## config.mk

```make
export PLATFORM = sky130hd
export DESIGN_NAME = seletor_alternado_n_flat
export DESIGN_NICKNAME = d
export VERILOG_FILES = /design/src/rtl/seletor_alternado_n_if.sv /design/src/rtl/seletor_alternado_n.sv /design/src/flat_wrapper.sv
export SDC_FILE = /design/constraint.sdc
export NUM_CORES = 1
export LEC_CHECK = 0
export BUFFER_PORTS_ARGS = -buffer_cell sky130_fd_sc_hd__buf_2
export CAP_MARGIN = 5
export CORE_MARGIN = 4
export CORE_UTILIZATION = 47
export CTS_CLUSTER_SIZE = 28
export DETAILED_ROUTE_END_ITERATION = 8
export HOLD_SLACK_MARGIN = 0.15
export PLACE_DENSITY_LB_ADDON = 0.2
export SLEW_MARGIN = 20
export SYNTH_ARGS = -nofsm -noshare
export SYNTH_HDL_FRONTEND = slang
export SYNTH_SLANG_ARGS = --single-unit
export TNS_END_PERCENT = 1
```

## constraint.sdc

```tcl
create_clock -name clock -period 2.9 [get_ports clock]
set_clock_uncertainty 0.1 [all_clocks]
set_input_delay 0.145 -clock clock [delete_from_list [all_inputs] [get_ports clock]]
set_output_delay 0.145 -clock clock [all_outputs]
set_load 0.02 [all_outputs]
```

## src/rtl/seletor_alternado_n_if.sv

```systemverilog
// Bus between the memory-game controller and the operand selector that drives mux2x1_n.
// carrega/inicia are single-cycle strobes sampled on the rising edge. There is no ready signal:
// pronto (pair loaded) and ocupado (sequence running) tell the driver when a strobe will be accepted.
interface seletor_alternado_n_if #(
    parameter int BITS = 4
);
    logic            carrega;
    logic [BITS-1:0] dado_in;
    logic            inicia;
    logic [BITS-1:0] d0;
    logic [BITS-1:0] d1;
    logic            sel;
    logic            pronto;
    logic            ocupado;
    logic            fim;

    modport master (
        output carrega, dado_in, inicia,
        input  d0, d1, sel, pronto, ocupado, fim
    );

    modport slave (
        input  carrega, dado_in, inicia,
        output d0, d1, sel, pronto, ocupado, fim
    );
endinterface

```

## src/rtl/seletor_alternado_n.sv

```systemverilog
// Loads an operand pair serially, then alternates the mux select between them
// for DURACAO cycles per slot, REPETICOES pairs, ending with a one-cycle fim pulse.
module seletor_alternado_n #(
    parameter int BITS       = 4,
    parameter int DURACAO    = 8,
    parameter int REPETICOES = 2
) (
    input  logic                 clock,
    input  logic                 reset,
    seletor_alternado_n_if.slave bus,
    output logic [1:0]           estado
);
    typedef enum logic [1:0] {
        OCIOSO  = 2'd0,
        EXIBE_A = 2'd1,
        EXIBE_B = 2'd2,
        FINAL   = 2'd3
    } estado_t;

    localparam int CW = (DURACAO > 1) ? $clog2(DURACAO) : 1;
    localparam int RW = (REPETICOES > 1) ? $clog2(REPETICOES) : 1;
    localparam logic [CW-1:0] CNT_MAX = CW'(DURACAO - 1);
    localparam logic [RW-1:0] REP_MAX = RW'(REPETICOES - 1);
    localparam logic [CW-1:0] CNT_ONE = CW'(1);
    localparam logic [RW-1:0] REP_ONE = RW'(1);

    estado_t         st_q, st_n;
    logic [BITS-1:0] d0_q, d0_n, d1_q, d1_n;
    logic            sel_q, sel_n;
    logic            pronto_q, pronto_n;
    logic            ocup_q, ocup_n;
    logic            fim_q, fim_n;
    logic [1:0]      ptr_q, ptr_n;
    logic [CW-1:0]   cnt_q, cnt_n;
    logic [RW-1:0]   rep_q, rep_n;

    always_ff @(posedge clock) begin
        if (reset) begin
            st_q     <= OCIOSO;
            d0_q     <= '0;
            d1_q     <= '0;
            sel_q    <= 1'b0;
            pronto_q <= 1'b0;
            ocup_q   <= 1'b0;
            fim_q    <= 1'b0;
            ptr_q    <= 2'd0;
            cnt_q    <= '0;
            rep_q    <= '0;
        end else begin
            st_q     <= st_n;
            d0_q     <= d0_n;
            d1_q     <= d1_n;
            sel_q    <= sel_n;
            pronto_q <= pronto_n;
            ocup_q   <= ocup_n;
            fim_q    <= fim_n;
            ptr_q    <= ptr_n;
            cnt_q    <= cnt_n;
            rep_q    <= rep_n;
        end
    end

    always_comb begin
        st_n     = st_q;
        d0_n     = d0_q;
        d1_n     = d1_q;
        sel_n    = sel_q;
        pronto_n = pronto_q;
        ocup_n   = ocup_q;
        fim_n    = 1'b0;
        ptr_n    = ptr_q;
        cnt_n    = cnt_q;
        rep_n    = rep_q;
        case (st_q)
            OCIOSO: begin
                // A load always wins; an inicia in the same cycle is dropped.
                if (bus.carrega) begin
                    if (ptr_q == 2'd1) begin
                        d1_n     = bus.dado_in;
                        ptr_n    = 2'd2;
                        pronto_n = 1'b1;
                    end else begin
                        d0_n     = bus.dado_in;
                        ptr_n    = 2'd1;
                        pronto_n = 1'b0;
                    end
                end else if (bus.inicia && pronto_q) begin
                    st_n   = EXIBE_A;
                    ocup_n = 1'b1;
                    sel_n  = 1'b0;
                    cnt_n  = '0;
                    rep_n  = '0;
                end
            end
            EXIBE_A: begin
                if (cnt_q == CNT_MAX) begin
                    sel_n = 1'b1;
                    cnt_n = '0;
                    st_n  = EXIBE_B;
                end else begin
                    cnt_n = cnt_q + CNT_ONE;
                end
            end
            EXIBE_B: begin
                if (cnt_q == CNT_MAX) begin
                    sel_n = 1'b0;
                    cnt_n = '0;
                    if (rep_q == REP_MAX) begin
                        st_n   = FINAL;
                        ocup_n = 1'b0;
                        fim_n  = 1'b1;
                    end else begin
                        rep_n = rep_q + REP_ONE;
                        st_n  = EXIBE_A;
                    end
                end else begin
                    cnt_n = cnt_q + CNT_ONE;
                end
            end
            FINAL: begin
                // pronto is kept so the same pair can be replayed.
                st_n = OCIOSO;
            end
            default: st_n = OCIOSO;
        endcase
    end

    assign bus.d0      = d0_q;
    assign bus.d1      = d1_q;
    assign bus.sel     = sel_q;
    assign bus.pronto  = pronto_q;
    assign bus.ocupado = ocup_q;
    assign bus.fim     = fim_q;
    assign estado      = st_q;
endmodule

```

## src/flat_wrapper.sv

```systemverilog
// flat-port wrapper written by rule: the top's interface ports become plain ports
module seletor_alternado_n_flat 
#(
    parameter int BITS       = 4,
    parameter int DURACAO    = 8,
    parameter int REPETICOES = 2
)
  (clock, reset, estado, bus_carrega, bus_dado_in, bus_inicia, bus_d0, bus_d1, bus_sel, bus_pronto, bus_ocupado, bus_fim);
  seletor_alternado_n_if #(.BITS(BITS)) bus_i ();
  input  logic clock;
  input  logic reset;
  output logic [1:0] estado;
  input wire logic [$bits(bus_i.carrega)-1:0] bus_carrega;
  input wire logic [$bits(bus_i.dado_in)-1:0] bus_dado_in;
  input wire logic [$bits(bus_i.inicia)-1:0] bus_inicia;
  output wire logic [$bits(bus_i.d0)-1:0] bus_d0;
  output wire logic [$bits(bus_i.d1)-1:0] bus_d1;
  output wire logic [$bits(bus_i.sel)-1:0] bus_sel;
  output wire logic [$bits(bus_i.pronto)-1:0] bus_pronto;
  output wire logic [$bits(bus_i.ocupado)-1:0] bus_ocupado;
  output wire logic [$bits(bus_i.fim)-1:0] bus_fim;
  assign bus_i.carrega = bus_carrega;
  assign bus_i.dado_in = bus_dado_in;
  assign bus_i.inicia = bus_inicia;
  assign bus_d0 = bus_i.d0;
  assign bus_d1 = bus_i.d1;
  assign bus_sel = bus_i.sel;
  assign bus_pronto = bus_i.pronto;
  assign bus_ocupado = bus_i.ocupado;
  assign bus_fim = bus_i.fim;
  seletor_alternado_n #(.BITS(BITS), .DURACAO(DURACAO), .REPETICOES(REPETICOES)) u_core (.clock(clock), .reset(reset), .bus(bus_i), .estado(estado));
endmodule
```

==> metrics.cfg, run 1 <==
[floorplanning]
dieArea_mm2 = 0.00280
die_w_um = 53.0
initial_core_util_pct = 52.2
die_h_um = 53.0
num_rows = 15
coreArea_mm2 = 0.00182
ioPinCount = 22

[clock_network]
htreeDepth = 1
clock_sinks = 19
postCtsSetupBuffers = 0
clk_pin_slew_worst_paths_ns = 0.11
clock_latency_ns = 0.30
cts_buffers = 3
tritoncts = yes
cts-root-buf = clkbuf_4
ctsLongestPathBuffers = 2

[detailed_routing]
ant_nets = 0
drt_iter0_markers = 22
drc = 0
post_drt_via_cell_ratio = 5.49
firstDrtPassIters = 4
vias = 857
avgRoutedWirePerCell_um = 13.6
totalWireLength_mm = 2.13

[grt]
gr-usage-all-layers_pct = 16.8
grt_max_degree = 23
antenna_found_initial = 0
first_global_vias = 787
grt_first_pass_wirelength_mm = 3.44
overflow = 0

[placement]
port_buffers = 21
pre_cts_ws_ns = 0.978
gp_congestion = 0.756
place_hpwl_mm = 1.48

[flow_run]
maxCapViolations = 0

[pwr]
power.density_mw_per_mm2 = 607
totalPowerFinal_uw = 720
irDropWorstVdd_uv = 484
cellLeakagePower_uw = 0.000542

[sta]
worstMarginPinSlew_ns = 0.551
maxSlewViolCount = 0
setup_tns_ns = 0
hold_viol = 0
rsz0062_at_grt = no
max_freq_ghz = 0.403
finalWorstSetupSlack_ns = 0.419
slew_headroom_pct = 63.3
setup_violations = 0
finalCritPeriodShare_pct = 85.6
period_minus_slack_ns = 2.48

[synth]
synth.distinct_cells = 33
syn_nets = 117
synth_seq_cells = 19
yosys_warnings = 0
syn_area_um2 = 950
synth_area_leaders = dfxtp_1 40%, ha_1 9.2%, a21oi_1 5.8%
syn_inst = 102
syn_avg_cell_area_um2 = 9.31
yosysTopAreaCell = dfxtp_1
synth_top_area_share_pct = 40.1
yosysSeqAreaShare_pct = 40.1

[setup_path]
critical_path.max_fanout = 17
arrival_ns = 2.58
crit_family = buffers and inverters
critPathBufInv = 2
cp-end-kind = flip-flop
slowest_delay_ns = 0.58
worst-r2r-cell-count = 6
timing.rr.start = u_core.estado[1]
reg2reg_slack_ns = 0.42
path_cells = inv_1, ha_1, nand4b_1, mux2i_1, nor2_1, dlygate4sd3_1
required_ns = 3.00
critPathKind = reg -> reg
rr_endpoint = u_core.bus.d1[0]
start_kind = flip-flop
cp_slowest_cell = dlygate4sd3_1

[cells_and_area]
nets = 147
antenna_cells = 0
syn_to_final_growth_pct = 24.9
drive_gt1_share_pct = 21.4
fin_util_pct = 65.2

[min_path]
hp-start = bus_inicia
worstHoldEndpoint = u_core.bus.ocupado
hold_depth = 4
hold_path.class = in -> reg

[status]
status = completed

## worst max path at each step
| stage | from | endpoint | depth (start not counted) |
|---|---|---|---|
| 3_5_place_dp | u_core.estado[0] | u_core.bus.d1[3] | 5 |
| 4_1_cts | u_core.estado[1] | u_core.bus.d1[2] | 6 |
| 5_1_grt | u_core.estado[0] | u_core.bus.d1[0] | 6 |
| 6_report | u_core.estado[1] | u_core.bus.d1[0] | 6 |
| 2_1_floorplan | u_core.estado[0] | u_core.estado[0] | 6 |
| 3_3_place_gp | u_core.estado[0] | u_core.bus.d1[0] | 5 |
## logic make-up after synthesis
| logic type | synth area share [%] |
|---|---|
| flops | 40.1 |
| fa+ha+maj | 9.22 |
| mux | 5.27 |
| simple gates | 22.1 |
| buf+inv | 4.87 |
| compound gates | 18.4 |
## stage by stage
step | hold WS [ns] | area [um^2] | instances
after floorplan | 0.189 | 950 | 102
after global placement | 0.309 | 1060 | 142
after detailed placement | 0.313 | 1060 | 142
after CTS | 0.213 | 1190 | 156
after global routing | 0.244 | 1190 | 156
final | 0.219 | 1190 | 156
## cell type report
type	instances	area, um^2
tap	25	31.3
clock buffer	3	22.5
inverter	5	18.8
multi-input combinational	72	523
fill	150	634
sequential	19	380
timing repair buffer	31	205
clock inverter	1	5.00
## registers in the layout, indices dropped and copies added, names as in the netlist
signal / flops
u_core.bus.ocupado: 1
u_core.estado: 2
u_core.bus.pronto: 1
u_core.ptr_q: 1
u_core.bus.fim: 1
u_core.bus.sel: 1
u_core.cnt_q: 3
u_core.bus.d0: 4
u_core.rep_q: 1
u_core.bus.d1: 4
## worst register-to-register path, stage by stage (launching register included)
cell           delay (ns)
dfxtp_1              0.35
inv_1                0.13
ha_1                 0.53
nand4b_1             0.39
mux2i_1              0.25
nor2_1               0.06
dlygate4sd3_1        0.58
## placed cells by master, fill, tap and decap left out, drive strengths merged, types with 3 or more instances in the layout
cell,n
nor2,5
nand2b,5
mux2i,5
nand3,4
ha,7
clkbuf,3
dfxtp,19
inv,5
o21ai,4
dlygate4sd3,10
nand4,4
a21oi,11
buf,21
## per-layer routing
layer  GRT usage, %  routed length (um)  vias to the layer above
li1               -                   -                      437
met1           21.8                 986                      386
met2           26.2                 973                       30
met3           5.07                 131                        4
met4           5.53                  34                        0
met5              0                   0                        -
## synthesized netlist by cell type, drive strengths merged
| library cell | number |
|---|---|
| dfxtp | 19 |
| a21oi | 11 |
| ha | 7 |
| buf | 5 |
| inv | 5 |
| mux2i | 5 |
| nand2b | 5 |
| nor2 | 5 |
| nand3 | 4 |
| nand4 | 4 |
| o21ai | 4 |
| a2111oi | 2 |
| and4b | 2 |
| nand2 | 2 |
| nand4b | 2 |
| nor2b | 2 |
| nor3 | 2 |
| o2111ai | 2 |
| o32ai | 2 |
| a211oi | 1 |
| a21o | 1 |
| a221oi | 1 |
| and2b | 1 |
| and3b | 1 |
| clkbuf | 1 |
| nand3b | 1 |
| nor3b | 1 |
| nor4 | 1 |
| o211ai | 1 |
| o21ba | 1 |
| or3 | 1 |
## power by group
part | internal [uW] | total, uW | switching, uW
clock network | 51.4 | 133 | 81.8
logic | 113 | 279 | 165
registers | 289 | 308 | 19.4
total | 453 | 720 | 267
## repair_timing
item | CTS | global route
hold buffers | 10 | 0
gates resized for setup | 0 | 0
hold endpoints to repair | 10 | 0
setup endpoints to repair | 0 | 0
(Power assumes the default switching activity.)
==> run 2, diff against run 1 <==
--- a/config.mk
+++ b/config.mk
@@ -8,7 +8,7 @@
 export BUFFER_PORTS_ARGS = -buffer_cell sky130_fd_sc_hd__buf_2
 export CAP_MARGIN = 5
 export CORE_MARGIN = 4
-export CORE_UTILIZATION = 47
+export CORE_UTILIZATION = 46
 export CTS_CLUSTER_SIZE = 28
 export DETAILED_ROUTE_END_ITERATION = 8
 export HOLD_SLACK_MARGIN = 0.15
==> constraint.sdc (replaced) <==
create_clock -name clock -period 2.2 [get_ports clock]
set_clock_uncertainty 0.1 [all_clocks]
set_input_delay 0.11 -clock clock [delete_from_list [all_inputs] [get_ports clock]]
set_output_delay 0.11 -clock clock [all_outputs]
set_load 0.02 [all_outputs]
==> run 2 against run 1 <==
Compared with the run above:
- global-route usage hardly changed
- non-clock buffer count is 1 lower
- die area increased by 1.8%
- via count down 0.35%
- sequential share of layout area is 0.20 points higher
- combinational power rose by 30%
- critical path type unchanged
- critical endpoint is now u_core.bus.d0[1]
==> metrics.cfg, run 2 (same netlist as run 1, synthesis figures left out) <==
[detailed_routing]
drc = 0
vias = 854
firstDrtPassIters = 4
totalWireLength_mm = 2.06
drt_iter0_markers = 14
avgRoutedWirePerCell_um = 13.1
ant_nets = 0
post_drt_via_cell_ratio = 5.44

[cells_and_area]
mostFrequentLayoutCell = buf_2
nets = 146
antenna_cells = 0
layout_common_cells = 21 x buf_2, 19 x dfxtp_1, 11 x a21oi_1
drive_gt1_share_pct = 21.5
syn_to_final_growth_pct = 24.1

[floorplanning]
ioPinCount = 22
die_w_um = 53.4
coreArea_mm2 = 0.00196
initial_core_util_pct = 48.4
die_h_um = 53.4
dieArea_mm2 = 0.00286
num_rows = 16

[grt]
antenna_found_initial = 0
grt_max_degree = 23
overflow = 0
grt_first_pass_wirelength_mm = 3.55
first_global_vias = 819
gr-usage-all-layers_pct = 16.8

[sta]
rsz0062_at_grt = no
setup_tns_ns = 0
worstMarginPinSlew_ns = 0.521
maxSlewViolCount = 0
finalCritPeriodShare_pct = 91.5
max_freq_ghz = 0.497
period_minus_slack_ns = 2.01
setup_violations = 0
hold_viol = 0
slew_headroom_pct = 65.3

[placement]
port_buffers = 21
place_hpwl_mm = 1.41
gp_congestion = 0.817

[setup_path]
arrival_ns = 2.15
critical_path.max_fanout = 17
slowest_delay_ns = 0.59
required_ns = 2.34
cp_slowest_cell = dlygate4sd3_1
path_cells = inv_1, ha_1, nand4_1, dlygate4sd3_1, a21oi_1
start_kind = flip-flop
cp-end-kind = flip-flop
critPathKind = reg -> reg
crit_family = buffers and inverters
critPathBufInv = 2

[pwr]
totalPowerFinal_uw = 949
irDropWorstVdd_uv = 424
power.density_mw_per_mm2 = 805
cellLeakagePower_uw = 0.000522

[clock_network]
clk_pin_slew_worst_paths_ns = 0.11
cts_buffers = 3
postCtsSetupBuffers = 0
clock_latency_ns = 0.30
tritoncts = yes
htreeDepth = 1
cts-root-buf = clkbuf_4
clock_sinks = 19
ctsLongestPathBuffers = 2

[min_path]
hold_path.class = in -> reg

[flow_run]
maxCapViolations = 0

[status]
status = completed

[run 2: per-stage QoR]
| step | worst slack (ns) | cells | hold slack, ns | instance area [um^2] | utilization [%] |
|---|---|---|---|---|---|
| final | 0.188 | 157 | 0.185 | 1180 | 60.1 |
| after global routing | 0.0448 | 157 | 0.221 | 1180 | 60.1 |
| after CTS | 0.218 | 157 | 0.176 | 1180 | 60.1 |
| after detailed placement | 0.344 | 144 | 0.276 | 1060 | 54.1 |
| after global placement | 0.393 | 144 | 0.272 | 1060 | 54.1 |
| after floorplan | 0.402 | 102 | 0.154 | 950 | - |
[run 2: worst paths after layout]
kind / from / end / slack (ns) / cells past startpoint
worst max-delay path: u_core.estado[0] / u_core.bus.d0[1] / 0.19 / 5
worst max register to register: u_core.estado[0] / u_core.bus.d0[1] / 0.19 / 5
worst min-delay path: bus_inicia / u_core.bus.ocupado / 0.19 / 4
worst min register to register: u_core.bus.d0[2] / u_core.bus.d0[2] / 0.38 / 2
[run 2: routing by layer]
layer	share of wire, %	wire, um	global-route usage, %	vias to the layer above
met3	6.2	128	2.54	5
met1	47	979	22.7	384
met4	1.7	35	7.66	0
met2	45	919	25.7	28
met5	0	0	0	-
li1	-	-	-	437
[run 2: layout make-up]
cell class | instances | area, um^2
Inverter | 5 | 18.8
Sequential cell | 19 | 380
Clock inverter | 1 | 5.00
Fill cell | 181 | 783
Clock buffer | 3 | 22.5
Multi-Input combinational cell | 72 | 523
Tap cell | 27 | 33.8
Timing Repair Buffer | 30 | 195
[run 2: repair_timing]
| item | 4_1_cts | 5_1_grt |
|---|---|---|
| endpoints found under the setup margin | 0 | 0 |
| endpoints found under the hold margin | 14 | 0 |
| hold buffers | 9 | 0 |
| resized for setup | 0 | 0 |
[run 2: worst register-to-register path: cells and delay by family, from the launching register on]
family / cells / cell delay (ns)
buf+inv: 2 / 0.73
flops: 1 / 0.34
simple gates: 1 / 0.15
fa+ha+maj: 1 / 0.51
compound gates: 1 / 0.12
[run 2: power by group]
| group | leakage (uW) | switching (uW) | internal (uW) |
|---|---|---|---|
| clock | 0.0000177 | 112 | 67.8 |
| combinational | 0.000350 | 212 | 151 |
| sequential | 0.000154 | 24.7 | 380 |
